<file path="src/rtl/seq_rshft.sv">
// seq_rshft: multicycle right shifter, one bit position per clock.
// Optional build macro ARITH_SHIFT_EN adds arith_i (sign-fill shifts).
module seq_rshft #(
    parameter int unsigned WIDTH = 8,
    parameter int unsigned AMT_W = 4
) (
    input  logic             clk_i,
    input  logic             rst_ni,
    input  logic             start_i,
    input  logic [WIDTH-1:0] data_i,
    input  logic [AMT_W-1:0] amt_i,
`ifdef ARITH_SHIFT_EN
    input  logic             arith_i,
`endif
    output logic             busy_o,
    output logic             done_o,
    output logic [WIDTH-1:0] data_o
);

    typedef enum logic [1:0] {
        IDLE  = 2'd0,
        SHIFT = 2'd1,
        DONE  = 2'd2
    } state_e;

    state_e           state_q;
    logic [WIDTH-1:0] work_q;
    logic [AMT_W-1:0] cnt_q;
    logic [WIDTH-1:0] res_q;
    logic             fill;
    logic [WIDTH-1:0] shift_d;
    logic             last_step;

`ifdef ARITH_SHIFT_EN
    // Fill bit is fixed at load: sign of the operand, only for arithmetic requests.
    logic sign_q;

    // Capture the fill bit together with the operand on an accepted start.
    always_ff @(posedge clk_i or negedge rst_ni) begin
        if (!rst_ni) begin
            sign_q <= 1'b0;
        end else if (state_q == IDLE && start_i) begin
            sign_q <= arith_i & data_i[WIDTH-1];
        end
    end

    assign fill = sign_q;
`else
    assign fill = 1'b0;
`endif

    // One-position right shift of the work register with the selected fill.
    assign shift_d   = {fill, work_q[WIDTH-1:1]};
    assign last_step = (cnt_q == AMT_W'(1));

    // Sequencer: load on start, shift cnt times, then one DONE cycle.
    always_ff @(posedge clk_i or negedge rst_ni) begin
        if (!rst_ni) begin
            state_q <= IDLE;
            work_q  <= '0;
            cnt_q   <= '0;
            res_q   <= '0;
        end else begin
            case (state_q)
                IDLE: begin
                    if (start_i) begin
                        work_q <= data_i;
                        cnt_q  <= amt_i;
                        if (amt_i == '0) begin
                            res_q   <= data_i;
                            state_q <= DONE;
                        end else begin
                            state_q <= SHIFT;
                        end
                    end
                end
                SHIFT: begin
                    work_q <= shift_d;
                    cnt_q  <= cnt_q - AMT_W'(1);
                    if (last_step) begin
                        res_q   <= shift_d;
                        state_q <= DONE;
                    end
                end
                DONE: begin
                    state_q <= IDLE;
                end
                default: begin
                    state_q <= IDLE;
                end
            endcase
        end
    end

    assign busy_o = (state_q != IDLE);
    assign done_o = (state_q == DONE);
    assign data_o = res_q;

endmodule

</file>
<file path="config.mk">
export PLATFORM = sky130hd
export DESIGN_NAME = seq_rshft
export DESIGN_NICKNAME = d
export VERILOG_FILES = /design/src/rtl/seq_rshft.sv
export SDC_FILE = /design/constraint.sdc
export NUM_CORES = 1
export LEC_CHECK = 0
export CAP_MARGIN = 40
export CORE_ASPECT_RATIO = 0.9
export CORE_MARGIN = 5
export CORE_UTILIZATION = 40
export CTS_CLUSTER_SIZE = 12
export DETAILED_ROUTE_END_ITERATION = 10
export PLACE_DENSITY = 0.69
export SYNTH_ARGS = -nofsm -noshare
export SYNTH_HDL_FRONTEND = slang
export SYNTH_SLANG_ARGS = --single-unit
export TNS_END_PERCENT = 50
</file>
<file path="constraint.sdc">
create_clock -name clk_i -period 1.7 [get_ports clk_i]
set_input_delay 0.34 -clock clk_i [delete_from_list [all_inputs] [get_ports clk_i]]
set_output_delay 0.34 -clock clk_i [all_outputs]
set_load 0.05 [all_outputs]
</file>
# == Word-level counts from Yosys, hierarchy flattened ==
# Index checks and enable logic that the tools add are counted.
# op_classes
n_reduce_logical,7
n_eq_ne,6
n_mux,12
add_sub_neg,1
# op_table
op,n
two-way mux 8 bit,4
case mux 8 bit (2 select lines),2
case mux 4 bit (2 select lines),1
two-way mux 2 bit,3
"!= test 2 bit, second input constant",3
"equality test 4 x 1 -> 1 bit, second input constant",1
zero test 4 bit,1
two-way mux 4 bit,1
case mux 2 bit (2 select lines),1
AND reduction 2 bit,2
AND reduction 4 bit,1
nonzero test 2 bit,2
"subtractor 4 x 1 -> 4 bit, second input constant",1
"equality test 2 x 1 -> 1 bit, second input constant",1
"equality test 2 bit, second input constant",1
zero test 2 bit,1
# word_totals
reg_bits,22
out_inout_bits,10
input_bits,15
elab_cells,30

# == Longest topological paths before layout ==
# logic_depth
depth_word,4
ltp_mapped,5
depth_no_buf,5

# == Worst setup path before layout ==
# OpenSTA, ideal clock, no wires.
# synth_path
path_kind,reg2out
from,register state_q[1]
to,output done_o
n_path_buf,1
required_ns,1.360
setup_slack_ns,-0.112
arrival_ns,1.472
path_stages_with_launch,4
path_cell_list,dfrtp_1 -> clkbuf_1 -> clkinv_1 -> nor2_1
# synth_between
elab_chain_cells,1
# synth_lines
element,line,text
from (decl),26,state_e state_q;
from (signal assigned),59,state_q <= IDLE;
from (signal assigned),71,state_q <= DONE;
from (signal assigned),73,state_q <= SHIFT;
equality test 2 bit,96,assign done_o = (state_q == DONE);
to (decl),16,"output logic done_o,"
# Every way passes these cells.

# == Final worst setup path ==
# layout_path
from,input amt_i[2]
to,"register res_q[6], in the netlist data_o[6]"
# layout_between
elab_chain_cells,3
# layout_lines
element,line,text
from (decl),11,"input logic [AMT_W-1:0] amt_i,"
zero test 4 bit,69,if (amt_i == '0) begin
!= test 2 bit (no source line),n/a,
AND reduction 4 bit (no source line),n/a,
to (signal assigned),70,res_q <= data_i;
to (signal assigned),81,res_q <= shift_d;
to (decl),29,logic [WIDTH-1:0] res_q;
# Every way passes these cells.
# A chain may end at the register's enable or synchronous reset.

==> flow_metrics.py <==
metrics = {
    "power_and_ir_drop": {
        "powerDensity_nw_per_um2": 1900,
        "power_mw": 3.00,
        "cellInternalPower_mw": 1.70,
        "power.switching_mw": 1.30,
        "switching_share_pct": 43.4,
        "seq_power_share_pct": 30.2,
        "p_clk_share_pct": 8.4,
        "ir_drop_v": 0.00108,
        "p_leak_nw": 0.697,
        "combPwrFrac_pct": 61.4,
    },
    "detailed_routing": {
        "firstDrtPassIters": 4,
        "ant_nets": 0,
        "drt_iter0_markers": 73,
        "viasPerCell": 5.63,
        "vias": 985,
        "top_layer": "met4",
        "wl_met1_um": 1360,
        "wl_per_cell_um": 16.9,
        "drc": 0,
        "wl_met3_um": 216,
        "wl_met2_um": 1350,
        "wirelength_um": 2960,
    },
    "place": {
        "dp_hpwl_um": 2060,
        "port_buffers": 24,
        "gp_congestion": 0.884,
    },
    "logic_synthesis": {
        "avgSynthCellArea_um2": 10.8,
        "synth_top_family_by_area": "compound AO/OA/AOI/OAI gates",
        "synthesis.area_um2": 1100,
        "synth_nets": 119,
        "synth_cell_types": 26,
        "synthAdderAreaFrac_pct": 2.28,
        "synthCells": 102,
        "synth_xor_area_share_pct": 0,
        "synth-compound-area-share_pct": 20.4,
        "yosys_warnings": 0,
        "synthMuxAreaShare_pct": 15.3,
        "ys_seq_area_share_pct": 47.9,
        "ys_ff_latch": 21,
        "yosys.area_share.simple_pct": 10.1,
    },
    "worst_setup_path": {
        "cp.buffers_inverters": 2,
        "worstSetupPathDepth": 5,
        "critPathMaxStageDelay_ns": 0.57,
        "r2r-start": "cnt_q[1]$_DFFE_PN0P_",
        "crit_path_cell_trace": "dlygate4sd2_1 > or4_4 > o32ai_4 > buf_6 > mux2_4",
        "crit_end": "data_o[6]$_DFFE_PN0P_",
        "timing.rr.end": "data_o[6]$_DFFE_PN0P_",
        "critPathKind": "in -> reg",
        "rrSetupSlack_ns": 0.01,
        "r2r_cells": 6,
        "cp.arrival_ns": 1.92,
        "crit_family": "simple AND/OR/NAND/NOR gates",
        "worstSetupStartpointType": "input pin",
        "cp.required_ns": 1.91,
        "critPathMaxFanout": 5,
        "worst_path_max_delay_cell": "or4_4",
        "end_kind": "flip-flop",
        "startpoint": "amt_i[2]",
    },
    "run_status": {
        "outcome": "finished, violations left",
        "failed_checks": "negative setup slack",
    },
    "sta": {
        "drv_slew": 0,
        "finalSetupViolCount": 7,
        "max_slew_margin_pct": 81.4,
        "max_freq_ghz": 0.583,
        "final_hold_viol_count": 0,
        "period_needed_ns": 1.72,
        "tightest_slew_ns": 0.279,
        "worst_slack_ns": -0.0151,
        "skew_ns": 0.00396,
        "rsz0062_at_grt": "true",
        "min_period_over_period_pct": 101,
        "fin_setup_tns_ns": -0.0671,
    },
    "global_routing": {
        "grt_pass1_wl_um": 4830,
        "grt_overflow": 0,
        "grt_usage_pct": 16.3,
        "grt_pass1_vias": 993,
        "antenna_found_initial": 0,
        "grt_max_degree": 22,
    },
    "clocking": {
        "numCtsBuffers": 3,
        "clk_latency_ns": 0.31,
        "cts_root_buffer": "clkbuf_4",
        "clk_pin_slew_ns": 0.12,
        "cts_buffer_depth": 2,
        "cts_num_sinks": 21,
        "cts_tree": "done",
        "ctsHoldBuffers": 0,
        "htree_levels": 1,
    },
    "cells_and_area": {
        "final_common_cell": "buf_4",
        "fin_nets": 163,
        "area_delta_synth_final_pct": 44.2,
        "layout_common_cells": "buf_4 (26), dfrtp_1 (21), o22ai_1 (13), a21oi_1 (11), clkdlybuf4s50_1 (10)",
        "diodes": 0,
        "nFillCells": 232,
        "drive_gt1_share_pct": 38.6,
    },
    "die": {
        "fp.dieW_um": 65.2,
        "rows": 18,
        "coreArea_um2": 2680,
        "die-height_um": 59.7,
        "dieArea_um2": 3890,
        "start_util_pct": 40.9,
        "ios": 25,
    },
    "hold_path": {
        "min_path_type": "in -> async",
    },
    "flow_run": {
        "timing.max_cap.violations": 0,
    },
}
-- worst reg2reg max path: stages, from the launching register on --
cell and delay, ns:
dfrtp_1 0.41, inv_2 0.06, ha_1 0.12, or3b_4 0.40, o32ai_4 0.13, buf_6 0.17, mux2_4 0.30
-- final cells by class --
type,instances,area (µm²),area share [%]
multi-input combinational,70,567,35.8
sequential,21,526,33.2
timing repair buffer,45,404,25.5
tap,30,37.5,2.37
clock buffer,4,26.3,1.66
inverter,5,22.5,1.42
-- what timing repair did --
item	in CTS	in global routing
gates resized for setup	9	8
buffers inserted	1	1
hold endpoints to repair	0	0
pin swaps	2	1
endpoints found under the setup margin	9	10
-- cell usage after synthesis (all sizes together) --
cell type / instances / area (µm²)
a211oi: 1 / 7.51
a21oi: 11 / 55.1
a2bb2oi: 2 / 17.5
and3: 1 / 6.26
and3b: 1 / 8.76
buf: 2 / 10.0
clkbuf: 4 / 15.0
clkinv: 2 / 7.51
dfrtp: 21 / 526
ha: 2 / 25.0
inv: 3 / 11.3
mux2: 14 / 158
mux2i: 1 / 10.0
nand2: 5 / 18.8
nand2b: 2 / 12.5
nand3: 1 / 5.00
nor2: 3 / 11.3
nor2b: 3 / 18.8
nor3: 2 / 10.0
o21ai: 3 / 15.0
o221a: 1 / 11.3
o22a: 1 / 8.76
o22ai: 13 / 81.3
o32ai: 1 / 27.5
or3b: 1 / 8.76
or4: 1 / 11.3
-- metrics by stage --
step           cell area [µm²]  setup slack, ns  utilization [%]  instances  hold WS [ns]
2_1_floorplan             1110          -0.0703                -        102        0.0444
3_3_place_gp              1500           -0.484             56.0        169         0.497
3_5_place_dp              1500           -0.493             56.0        169         0.499
4_1_cts                   1550          -0.0254             57.8        174         0.373
5_1_grt                   1580          -0.0468             59.1        175         0.394
6_report                  1580          -0.0151             59.1        175         0.360
-- per-layer routing --
layer | GRT usage, % | up-vias
met5 | 0 | -
li1 | - | 470
met1 | 22.4 | 471
met4 | 5.92 | 0
met3 | 4.51 | 4
met2 | 24.7 | 40
-- power by group through the flow --
stage	Clock, mW	Combinational [mW]	Sequential (mW)
finish	0.252	1.84	0.906
floorplan	0	0.789	1.21
CTS	0.262	1.78	0.898
global route	0.288	1.96	0.933
global placement	0	1.70	0.895
detailed placement	0	1.73	0.906
-- flip-flops by register name, indices dropped and copies added (netlist names) --
name,cells
cnt_q,4
data_o,8
state_q,2
work_q,7
-- cells by family after synthesis --
kind of cell / after synthesis
AND/OR/NAND/NOR: 20
multiplexers: 15
flip-flops: 21
buffers and inverters: 11
adder cells (fa/ha/maj): 2
AO/OA/AOI/OAI: 33
-- worst min-delay path by stage --
| stage | endpoint | slack [ns] | depth (start not counted) |
|---|---|---|---|
| after floorplan | cnt_q[0]$_DFFE_PN0P_ | 0.04 | 0 |
| after global placement | data_o[2]$_DFFE_PN0P_ | 0.50 | 1 |
| after detailed placement | data_o[1]$_DFFE_PN0P_ | 0.50 | 1 |
| after CTS | data_o[2]$_DFFE_PN0P_ | 0.37 | 2 |
| after global routing | cnt_q[2]$_DFFE_PN0P_ | 0.39 | 2 |
| final | cnt_q[2]$_DFFE_PN0P_ | 0.36 | 2 |
Note: power is estimated with default switching activity, not from simulation.
